### src/rtl/delay_meter.sv
// Measures the cycle latency from a rising edge on ref_in to the matching rising
// edge on dly_in, reporting a held result with a one-cycle valid or timeout pulse.
module delay_meter #(
  parameter int CNT_WIDTH = 16
) (
  input  logic                 clk,
  input  logic                 rst,
  input  logic                 arm,
  input  logic                 continuous,
  input  logic [CNT_WIDTH-1:0] max_delay,
  input  logic                 ref_in,
  input  logic                 dly_in,
  output logic                 busy,
  output logic [CNT_WIDTH-1:0] delay,
  output logic                 delay_valid,
  output logic                 timeout
);

  typedef enum logic [1:0] {
    IDLE  = 2'd0,
    ARMED = 2'd1,
    COUNT = 2'd2
  } state_t;

  state_t               state;
  logic [CNT_WIDTH-1:0] cnt;
  logic [CNT_WIDTH-1:0] limit;
  logic [CNT_WIDTH-1:0] n;
  logic                 ref_q;
  logic                 dly_q;
  logic                 ref_rise;
  logic                 dly_rise;

  assign ref_rise = ref_in & ~ref_q;
  assign dly_rise = dly_in & ~dly_q;
  // A zero limit selects the longest representable wait.
  assign limit    = (max_delay == '0) ? '1 : max_delay;
  assign n        = cnt + CNT_WIDTH'(1);

  always_ff @(posedge clk or posedge rst) begin
    if (rst) begin
      state       <= IDLE;
      cnt         <= '0;
      delay       <= '0;
      delay_valid <= 1'b0;
      timeout     <= 1'b0;
      busy        <= 1'b0;
      ref_q       <= 1'b0;
      dly_q       <= 1'b0;
    end else begin
      ref_q       <= ref_in;
      dly_q       <= dly_in;
      delay_valid <= 1'b0;
      timeout     <= 1'b0;
      case (state)
        IDLE: begin
          if (arm) begin
            state <= ARMED;
            busy  <= 1'b1;
          end
        end
        ARMED: begin
          if (ref_rise && dly_rise) begin
            delay       <= '0;
            delay_valid <= 1'b1;
            state       <= continuous ? ARMED : IDLE;
            busy        <= continuous;
          end else if (ref_rise) begin
            cnt   <= '0;
            state <= COUNT;
          end
        end
        COUNT: begin
          // Result and timeout both end the measurement on the deciding edge.
          if (dly_rise) begin
            delay       <= n;
            delay_valid <= 1'b1;
            state       <= continuous ? ARMED : IDLE;
            busy        <= continuous;
          end else if (n == limit) begin
            timeout <= 1'b1;
            state   <= continuous ? ARMED : IDLE;
            busy    <= continuous;
          end else begin
            cnt <= n;
          end
        end
        default: begin
          state <= IDLE;
          busy  <= 1'b0;
        end
      endcase
    end
  end

endmodule
### config.mk
export PLATFORM = sky130hd
export DESIGN_NAME = delay_meter
export DESIGN_NICKNAME = d
export VERILOG_FILES = /design/src/rtl/delay_meter.sv
export SDC_FILE = /design/constraint.sdc
export NUM_CORES = 1
export LEC_CHECK = 0
export ABC_CLOCK_PERIOD_IN_PS = 4180
export BUFFER_PORTS_ARGS = -buffer_cell sky130_fd_sc_hd__buf_2
export CELL_PAD_IN_SITES_DETAIL_PLACEMENT = 1
export CELL_PAD_IN_SITES_GLOBAL_PLACEMENT = 2
export CORE_UTILIZATION = 34
export CTS_CLUSTER_DIAMETER = 120
export DETAILED_ROUTE_END_ITERATION = 8
export PLACE_DENSITY_LB_ADDON = 0.1
export SYNTH_ARGS = -nofsm -noshare
export SYNTH_HDL_FRONTEND = slang
export SYNTH_SLANG_ARGS = --single-unit
export TNS_END_PERCENT = 5
### constraint.sdc
create_clock -name clk -period 4.18 [get_ports clk]
set_input_delay 0.418 -clock clk [delete_from_list [all_inputs] [get_ports clk]]
set_output_delay 0.418 -clock clk [all_outputs]
set_load 0.005 [all_outputs]
==> results.yml, run 1 <==
detailed_routing:
  remaining_drc_errors: 0
  vias: 2264
  firstDrtPassIters: 4
  vias_per_cell: 5.25
  postRouteAntennaNets: 0
  wirelength_microns: 7230
  wl_per_cell_microns: 16.8
  drtIter0Drc: 61
setup_path:
  crit_required_ns: 4.36
  path_max_fanout: 10
  worstSetupEndpointType: "flop"
  path_class: "reg -> reg"
  cp-start-kind: "flop"
  arrival_ns: 3.76
die:
  start_util: 0.353
  die-width_microns: 88.8
  pin_count: 41
  dieHeight_microns: 88.8
  rows: 31
  core_sq_um: 7250
  die_area_sq_um: 7890
synthesis:
  synth_cell_types: 59
  synth_fp_nets: 318
  syn_avg_cell_area_sq_um: 8.81
  syn_area_sq_um: 2560
  synth-seq-cells: 39
  seq_area_frac_synth: 0.381
  synth_edf_count: 0
  netlist_instances: 291
  async_reset_ff_frac: 1.00
  synth.top_cell.area_share: 0.381
  synth_largest_area_cell: "dfrtp_1"
  yosys-top-cells-area: "dfrtp_1 38%, nand2_1 7.0%, xnor2_1 5.5%, o21ai_0 4.9%, nor2_1 2.6%"
  ys_warn_count: 0
  ys.flop_type: "dfrtp_1"
clock_tree:
  cts_root_buf: "clkbuf_8"
  clockBufferDepth: 2
  hold_buffers: 0
  clk_latency_ns: 0.30
  path_clk_slew_ns: 0.08
  h-tree-depth: 2
  cts_tree: "built"
  post_cts_buffers: 0
  cts_made_buffers: 5
  cts_sinks: 39
  post_cts_resize_count: 0
final_layout:
  diodes: 0
  drive_gt1_frac: 0.199
  num-nets-final: 358
  layout_commonest_cell: "nand2_1"
  area_growth_pct: 15.7
  fill_cells: 888
  layout_common_cells: "48 x nand2_1, 40 x buf_2, 39 x dfrtp_1, 25 x o21ai_0, 18 x nor2_1"
  stdcell_area_sq_um: 2960
place:
  globalplace.congestion: 0.847
  portBuffers: 40
  hpwl_microns: 5610
  placed_area_sq_um: 2860
job:
  maxCapViolations: 0
timing:
  finalHoldViolCount: 0
  fin_skew_ns: 0.00543
  worstMarginPinSlew_ns: 0.658
  min_period_ns: 3.58
  max_freq_ghz: 0.279
  setup_viol: 0
  setup-tns-final_ns: 0
  min_period_over_period: 0.857
  slew_headroom: 0.561
  final_max_slew_viol_count: 0
  rsz0062_at_grt: "false"
global_route:
  grt_pass1_wl_microns: 12300
  overflow: 0
  grt_max_degree: 26
  antenna_found_initial: 0
  grt_usage: 0.207
  first_global_vias: 2273
pwr:
  ir_drop_mv: 0.126
  powerDensity_nw_per_um2: 371
  leakagePower_nw: 1.37
outcome:
  status: "completed"
worst_hold_path:
  hp-class: "in -> async"
-- final cells by class --
type | instances | area, sq um | area share
multi-input cells | 228 | 1470 | 0.497
flip-flops and latches | 39 | 976 | 0.329
repair buffers | 46 | 245 | 0.0827
well taps | 99 | 124 | 0.0418
clock buffers | 7 | 96.3 | 0.0325
inverters | 11 | 41.3 | 0.0139
clock inverters | 1 | 7.51 | 0.00253
-- per-layer routing --
metal / vias to the layer above / part of all wire / GRT usage / routed length, microns
met5: - / 0 / 0 / 0
li1: 1128 / - / - / -
met4: 0 / 0.0077 / 0.0484 / 56
met3: 8 / 0.024 / 0.0308 / 174
met2: 35 / 0.46 / 0.323 / 3330
met1: 1093 / 0.51 / 0.300 / 3670
-- registers in the layout, indices dropped and copies added, names as in the netlist --
register / flops
ref_q: 1
timeout: 1
delay_valid: 1
dly_q: 1
delay: 16
cnt: 16
busy: 1
state: 2
-- through the flow --
stage / utilization / hold WS, ns / setup slack, ns / total power, mW / std cells
3_3_place_gp: 0.394 / 0.460 / 0.746 / 0.820 / 423
5_1_grt: 0.409 / 0.225 / 0.301 / 1.18 / 431
4_1_cts: 0.409 / 0.221 / 0.590 / 1.12 / 431
6_report: 0.409 / 0.206 / 0.599 / 1.10 / 431
3_5_place_dp: 0.394 / 0.467 / 0.606 / 0.823 / 423
2_1_floorplan: - / 0.449 / 1.13 / 0.691 / 291
-- cells in the mapped netlist (all sizes together), types with 2 or more instances --
cell    number
nor2b        7
mux2         3
nand2b       2
nor3         5
nor3b        4
a21oi       13
o22ai        2
nor4         8
mux2i        6
nand3        7
xor2         7
o21ai       27
nand2       49
xnor2       16
and4         2
buf          7
nor2        18
o32ai        3
nand4        6
clkbuf       6
a22o         5
o311ai       2
ha           5
dfrtp       39
and2         2
inv         11
or4          2
a211o        7
-- kinds of logic (layout without fill, tap and decap cells) --
family          after synthesis  after routing  share of synthesized area
simple gates                119            119                      0.247
compound gates               72             72                      0.188
flops                        39             39                      0.381
buf+inv                      24             65                     0.0439
xor+xnor                     23             23                     0.0786
mux                           9              9                     0.0381
fa+ha+maj                     5              5                     0.0244
-- worst max-delay path: stages (launching register included) --
cell,delay [ns]
dfrtp_1,0.49
ha_1,0.29
nand3_2,0.21
or4_4,0.59
xor2_1,0.32
mux2i_1,0.15
o32ai_2,0.15
and4_1,0.51
nand2_4,0.12
a211o_1,0.35
mux2_4,0.30
-- path summary, 6_finish.rpt --
kind	start	to	slack [ns]	cells past startpoint
setup / recovery	cnt[0]	state[0]	0.60	10
hold / removal	rst	delay[3]	0.21	2
setup reg to reg	cnt[0]	state[0]	0.60	10
hold reg to reg	delay[6]	delay[6]	0.48	2
max in group asynchronous	rst	cnt[6]	3.20	3
min in group clk	ref_in	ref_q	0.24	1
-- power by group --
| part | internal (mW) | total, mW | leakage [nW] | switching (mW) |
|---|---|---|---|---|
| Clock | 0.150 | 0.287 | 0.0505 | 0.137 |
| Sequential | 0.403 | 0.433 | 0.535 | 0.0291 |
| Combinational | 0.150 | 0.380 | 0.786 | 0.230 |
| Total | 0.704 | 1.10 | 1.37 | 0.396 |
(Power assumes the default switching activity.)
==> run 2: changes to the inputs <==
--- a/config.mk
+++ b/config.mk
@@ -5,11 +5,11 @@
 export SDC_FILE = /design/constraint.sdc
 export NUM_CORES = 1
 export LEC_CHECK = 0
-export ABC_CLOCK_PERIOD_IN_PS = 4180
+export ABC_CLOCK_PERIOD_IN_PS = 4200
 export BUFFER_PORTS_ARGS = -buffer_cell sky130_fd_sc_hd__buf_2
 export CELL_PAD_IN_SITES_DETAIL_PLACEMENT = 1
 export CELL_PAD_IN_SITES_GLOBAL_PLACEMENT = 2
-export CORE_UTILIZATION = 34
+export CORE_UTILIZATION = 37
 export CTS_CLUSTER_DIAMETER = 120
 export DETAILED_ROUTE_END_ITERATION = 8
 export PLACE_DENSITY_LB_ADDON = 0.1
==> constraint.sdc (replaced) <==
create_clock -name clk -period 4.2 [get_ports clk]
set_input_delay 0.42 -clock clk [delete_from_list [all_inputs] [get_ports clk]]
set_output_delay 0.42 -clock clk [all_outputs]
set_load 0.005 [all_outputs]
==> run 2 against run 1 <==
Global-route usage up 0.88 points; register-to-register slack gained 0.05 ns; count of clock-buffer cells in the layout did not move; largest power group unchanged; highest routed layer unchanged.
==> results.yml, run 2 (synthesized netlist as in run 1, its figures left out) <==
detailed_routing:
  remaining_drc_errors: 0
  postRouteAntennaNets: 0
  firstDrtPassIters: 4
  vias: 2261
  wirelength_microns: 7230
  vias_per_cell: 5.51
  wl_per_cell_microns: 17.6
  drtIter0Drc: 72
timing:
  setup-tns-final_ns: 0
  rsz0062_at_grt: "false"
  setup_viol: 0
  worstMarginPinSlew_ns: 0.575
  setup_slack_ns: 0.645
  final_max_slew_viol_count: 0
  min_period_over_period: 0.846
  finalHoldViolCount: 0
  slew_headroom: 0.614
  max_freq_ghz: 0.281
  hold_ws_ns: 0.141
  fin_skew_ns: 0.00484
  min_period_ns: 3.55
clock_tree:
  clk_latency_ns: 0.29
  post_cts_buffers: 0
  h-tree-depth: 2
  hold_buffers: 0
  clockBufferDepth: 2
  path_clk_slew_ns: 0.08
  post_cts_resize_count: 0
  cts_tree: "built"
  cts_made_buffers: 5
  cts_root_buf: "clkbuf_8"
  cts_sinks: 39
setup_path:
  crit_required_ns: 4.38
  path_class: "reg -> reg"
  r2r-end: "state[0]"
  reg2reg_from: "cnt[0]"
  arrival_ns: 3.73
  r2r_slack_ns: 0.65
  worstSetupEndpointType: "flop"
  path_max_fanout: 10
  ff2ff_path_depth: 10
  cp-start-kind: "flop"
pwr:
  powerDensity_nw_per_um2: 363
  ir_drop_mv: 0.150
  leakagePower_nw: 1.37
die:
  die-width_microns: 85.2
  die_area_sq_um: 7260
  start_util: 0.392
  rows: 29
  core_sq_um: 6530
  dieHeight_microns: 85.2
  pin_count: 41
global_route:
  grt_pass1_wl_microns: 12200
  grt_max_degree: 28
  grt_usage: 0.216
  first_global_vias: 2372
  overflow: 0
  antenna_found_initial: 0
final_layout:
  area_growth_pct: 14.0
  layout_commonest_cell: "nand2_1"
  layout_common_cells: "48 x nand2_1, 40 x buf_2, 39 x dfrtp_1, 25 x o21ai_0, 18 x nor2_1"
  diodes: 0
  fill_cells: 789
  largest_registers: "cnt (16), delay (16), state (2)"
  drive_gt1_frac: 0.195
  num-nets-final: 359
  stdcell_area_sq_um: 2920
job:
  maxCapViolations: 0
place:
  portBuffers: 40
  hpwl_microns: 5600
  post-place-ws_ns: 0.649
  globalplace.congestion: 0.789
  placed_area_sq_um: 2840
outcome:
  status: "completed"
worst_hold_path:
  hp-class: "in -> async"
## run 2: layer usage
metal  share of wire  vias to the layer above  routed length (microns)  track usage
li1                -                     1120                        -            -
met1            0.51                     1084                     3670        0.300
met2            0.44                       45                     3190        0.346
met3           0.031                       12                      225       0.0331
met4           0.020                        0                      144       0.0663
met5               0                        -                        0            0
## run 2: worst max-delay path, stage by stage (launching register included)
cell and delay [ns]:
dfrtp_1 0.49, ha_1 0.30, nand3_2 0.20, or4_4 0.59, xor2_1 0.31, mux2i_1 0.14
o32ai_2 0.14, and4_1 0.50, nand2_4 0.11, a211o_1 0.35, mux2_4 0.30
## run 2: worst max-delay path by stage
stage / startpoint / slack [ns] / cells after the start / end
final: cnt[0] / 0.65 / 10 / state[0]
after global routing: cnt[0] / 0.36 / 10 / busy
after CTS: cnt[0] / 0.63 / 10 / state[0]
after detailed placement: cnt[0] / 0.65 / 10 / state[0]
after global placement: cnt[0] / 0.78 / 10 / state[0]
after floorplan: cnt[0] / 1.15 / 11 / state[0]
## run 2: cell type report
cell class,instances,area [sq um],area share
Tap cell,77,96.3,0.0330
Inverter,11,41.3,0.0141
Multi-Input combinational cell,228,1470,0.504
Clock buffer,7,76.3,0.0261
Clock inverter,1,5.00,0.00171
Timing Repair Buffer,47,253,0.0865
Sequential cell,39,976,0.334
## run 2: power breakdown
group / total [mW] / internal, mW / switching (mW) / leakage (nW)
sequential: 0.429 / 0.402 / 0.0277 / 0.535
combinational: 0.381 / 0.151 / 0.229 / 0.790
clock: 0.251 / 0.117 / 0.134 / 0.0422
total: 1.06 / 0.670 / 0.391 / 1.37
## run 2: stage by stage
stage / total power, mW / std cells / utilization
6_report: 1.06 / 410 / 0.447
5_1_grt: 1.13 / 410 / 0.447
4_1_cts: 1.07 / 410 / 0.447
3_5_place_dp: 0.818 / 402 / 0.435
3_3_place_gp: 0.812 / 402 / 0.435
2_1_floorplan: 0.687 / 291 / -
==> run 3: changes to the inputs <==
--- a/config.mk
+++ b/config.mk
@@ -5,11 +5,11 @@
 export SDC_FILE = /design/constraint.sdc
 export NUM_CORES = 1
 export LEC_CHECK = 0
-export ABC_CLOCK_PERIOD_IN_PS = 4200
+export ABC_CLOCK_PERIOD_IN_PS = 3400
 export BUFFER_PORTS_ARGS = -buffer_cell sky130_fd_sc_hd__buf_2
 export CELL_PAD_IN_SITES_DETAIL_PLACEMENT = 1
 export CELL_PAD_IN_SITES_GLOBAL_PLACEMENT = 2
-export CORE_UTILIZATION = 37
+export CORE_UTILIZATION = 34
 export CTS_CLUSTER_DIAMETER = 120
 export DETAILED_ROUTE_END_ITERATION = 8
 export PLACE_DENSITY_LB_ADDON = 0.1
==> constraint.sdc (replaced) <==
create_clock -name clk -period 3.4 [get_ports clk]
set_input_delay 0.34 -clock clk [delete_from_list [all_inputs] [get_ports clk]]
set_output_delay 0.34 -clock clk [all_outputs]
set_load 0.005 [all_outputs]
==> run 3 against run 2 <==
Worst hold slack better by 0.018 ns; die area is 8.6% higher; global-route usage is 1.5 points lower; clock power is 58% higher; largest cell class unchanged; largest power group unchanged.
==> results.yml, run 3 (synthesized netlist as in run 1, its figures left out) <==
outcome:
  status: "completed"
global_route:
  use_met2: 0.332
  first_global_vias: 2243
  overflow: 0
  grtUsageMet3: 0.0289
  grt_usage: 0.201
  top_usage_layer: "met2"
  grt_max_degree: 26
  grt_pass1_wl_microns: 11800
  antenna_found_initial: 0
  use_met1: 0.275
setup_path:
  cp_cell_sequence: "ha_1 > nand3_2 > or4_4 > xor2_2 > mux2i_1 > o32ai_2 > and4_1 > buf_4 > a2111o_1 > o21ai_0 > a22o_1"
  worst_path_largest_cell_delay_ns: 0.60
  arrival_ns: 3.46
  crit_slowest_cell: "or4_4"
  path_class: "reg -> reg"
  path_max_fanout: 9
  crit_required_ns: 3.64
  cp-start-kind: "flop"
  path_buf_inv: 1
  worstSetupEndpointType: "flop"
  crit_family: "simple AND/OR/NAND/NOR gates"
clock_tree:
  cts_root_buf: "clkbuf_8"
  hold_buffers: 0
  cts_tree: "built"
  cts_made_buffers: 5
  cts_sinks: 39
  path_clk_slew_ns: 0.09
  clk_latency_ns: 0.29
  h-tree-depth: 2
  clockBufferDepth: 2
final_layout:
  layout_common_cells: "48 x nand2_1, 40 x buf_2, 39 x dfrtp_1, 25 x o21ai_0, 18 x nor2_1"
  largest_registers: "cnt (16), delay (16), state (2)"
  layout_commonest_cell: "nand2_1"
  drive_gt1_frac: 0.226
  final_cells: 440
  diodes: 0
  area_growth_pct: 19.2
  num-nets-final: 367
timing:
  max_freq_ghz: 0.310
  setup_viol: 0
  hold_ws_ns: 0.159
  fin_skew_ns: 0.00726
  min_period_ns: 3.22
  finalHoldViolCount: 0
  final_max_slew_viol_count: 0
  slew_headroom: 0.434
  worstMarginPinSlew_ns: 0.849
  min_period_over_period: 0.948
worst_hold_path:
  hp-class: "in -> reg"
place:
  hpwl_microns: 5800
  portBuffers: 40
  globalplace.congestion: 0.835
  place_inst: 432
die:
  die-width_microns: 88.8
  core_sq_um: 7250
  die_area_sq_um: 7890
  rows: 31
  dieHeight_microns: 88.8
  start_util: 0.353
  pin_count: 41
pwr:
  powerDensity_nw_per_um2: 462
  leakagePower_nw: 1.43
  power.total_mw: 1.41
  ir_drop_mv: 0.209
detailed_routing:
  wl_per_cell_microns: 17.1
  firstDrtPassIters: 4
  vias: 2299
  postRouteAntennaNets: 0
  remaining_drc_errors: 0
  wirelength_microns: 7520
  drtIter0Drc: 59
  vias_per_cell: 5.23
job:
  maxCapViolations: 0
## run 3: where the power goes
group          internal, mW  switching (mW)  total, mW  leakage, nW
registers             0.496          0.0260      0.522        0.535
logic                 0.194           0.300      0.494        0.834
clock network         0.219           0.177      0.396       0.0581
total                 0.909           0.503       1.41         1.43
## run 3: final timing paths
check / from / end / slack [ns] / cells after the start
setup / recovery: cnt[1] / cnt[13] / 0.18 / 11
hold / removal: ref_in / ref_q / 0.16 / 1
setup reg to reg: cnt[1] / cnt[13] / 0.18 / 11
hold reg to reg: delay[3] / delay[3] / 0.48 / 2
max in group asynchronous: rst / delay[9] / 2.41 / 3
min in group asynchronous: rst / dly_q / 0.21 / 2
## run 3: timing repair
item                                    CTS  global route
buffers inserted                          0             0
gates resized for setup                   0             3
endpoints found under the setup margin    0            12
## run 3: cell type report
class	instances	area [sq um]
clock buffers	5	68.8
clock inverters	3	43.8
fillers	900	4200
inverters	11	41.3
multi-input cells	228	1490
flip-flops and latches	39	976
well taps	99	124
repair buffers	55	313
## run 3: through the flow
step	worst slack (ns)	cell area [sq um]	util	TNS, ns
after CTS	0.0719	3040	0.419	0
after global routing	-0.00490	3060	0.421	-0.00838
final	0.176	3060	0.421	0
after global placement	0.230	2930	0.404	0
after floorplan	0.353	2560	-	0
after detailed placement	0.117	2930	0.404	0
## run 3: routing by layer
metal / part of all wire / routed length (microns)
met1: 0.49 / 3710
met4: 0.012 / 91
met3: 0.026 / 195
met2: 0.47 / 3520
met5: 0 / 0
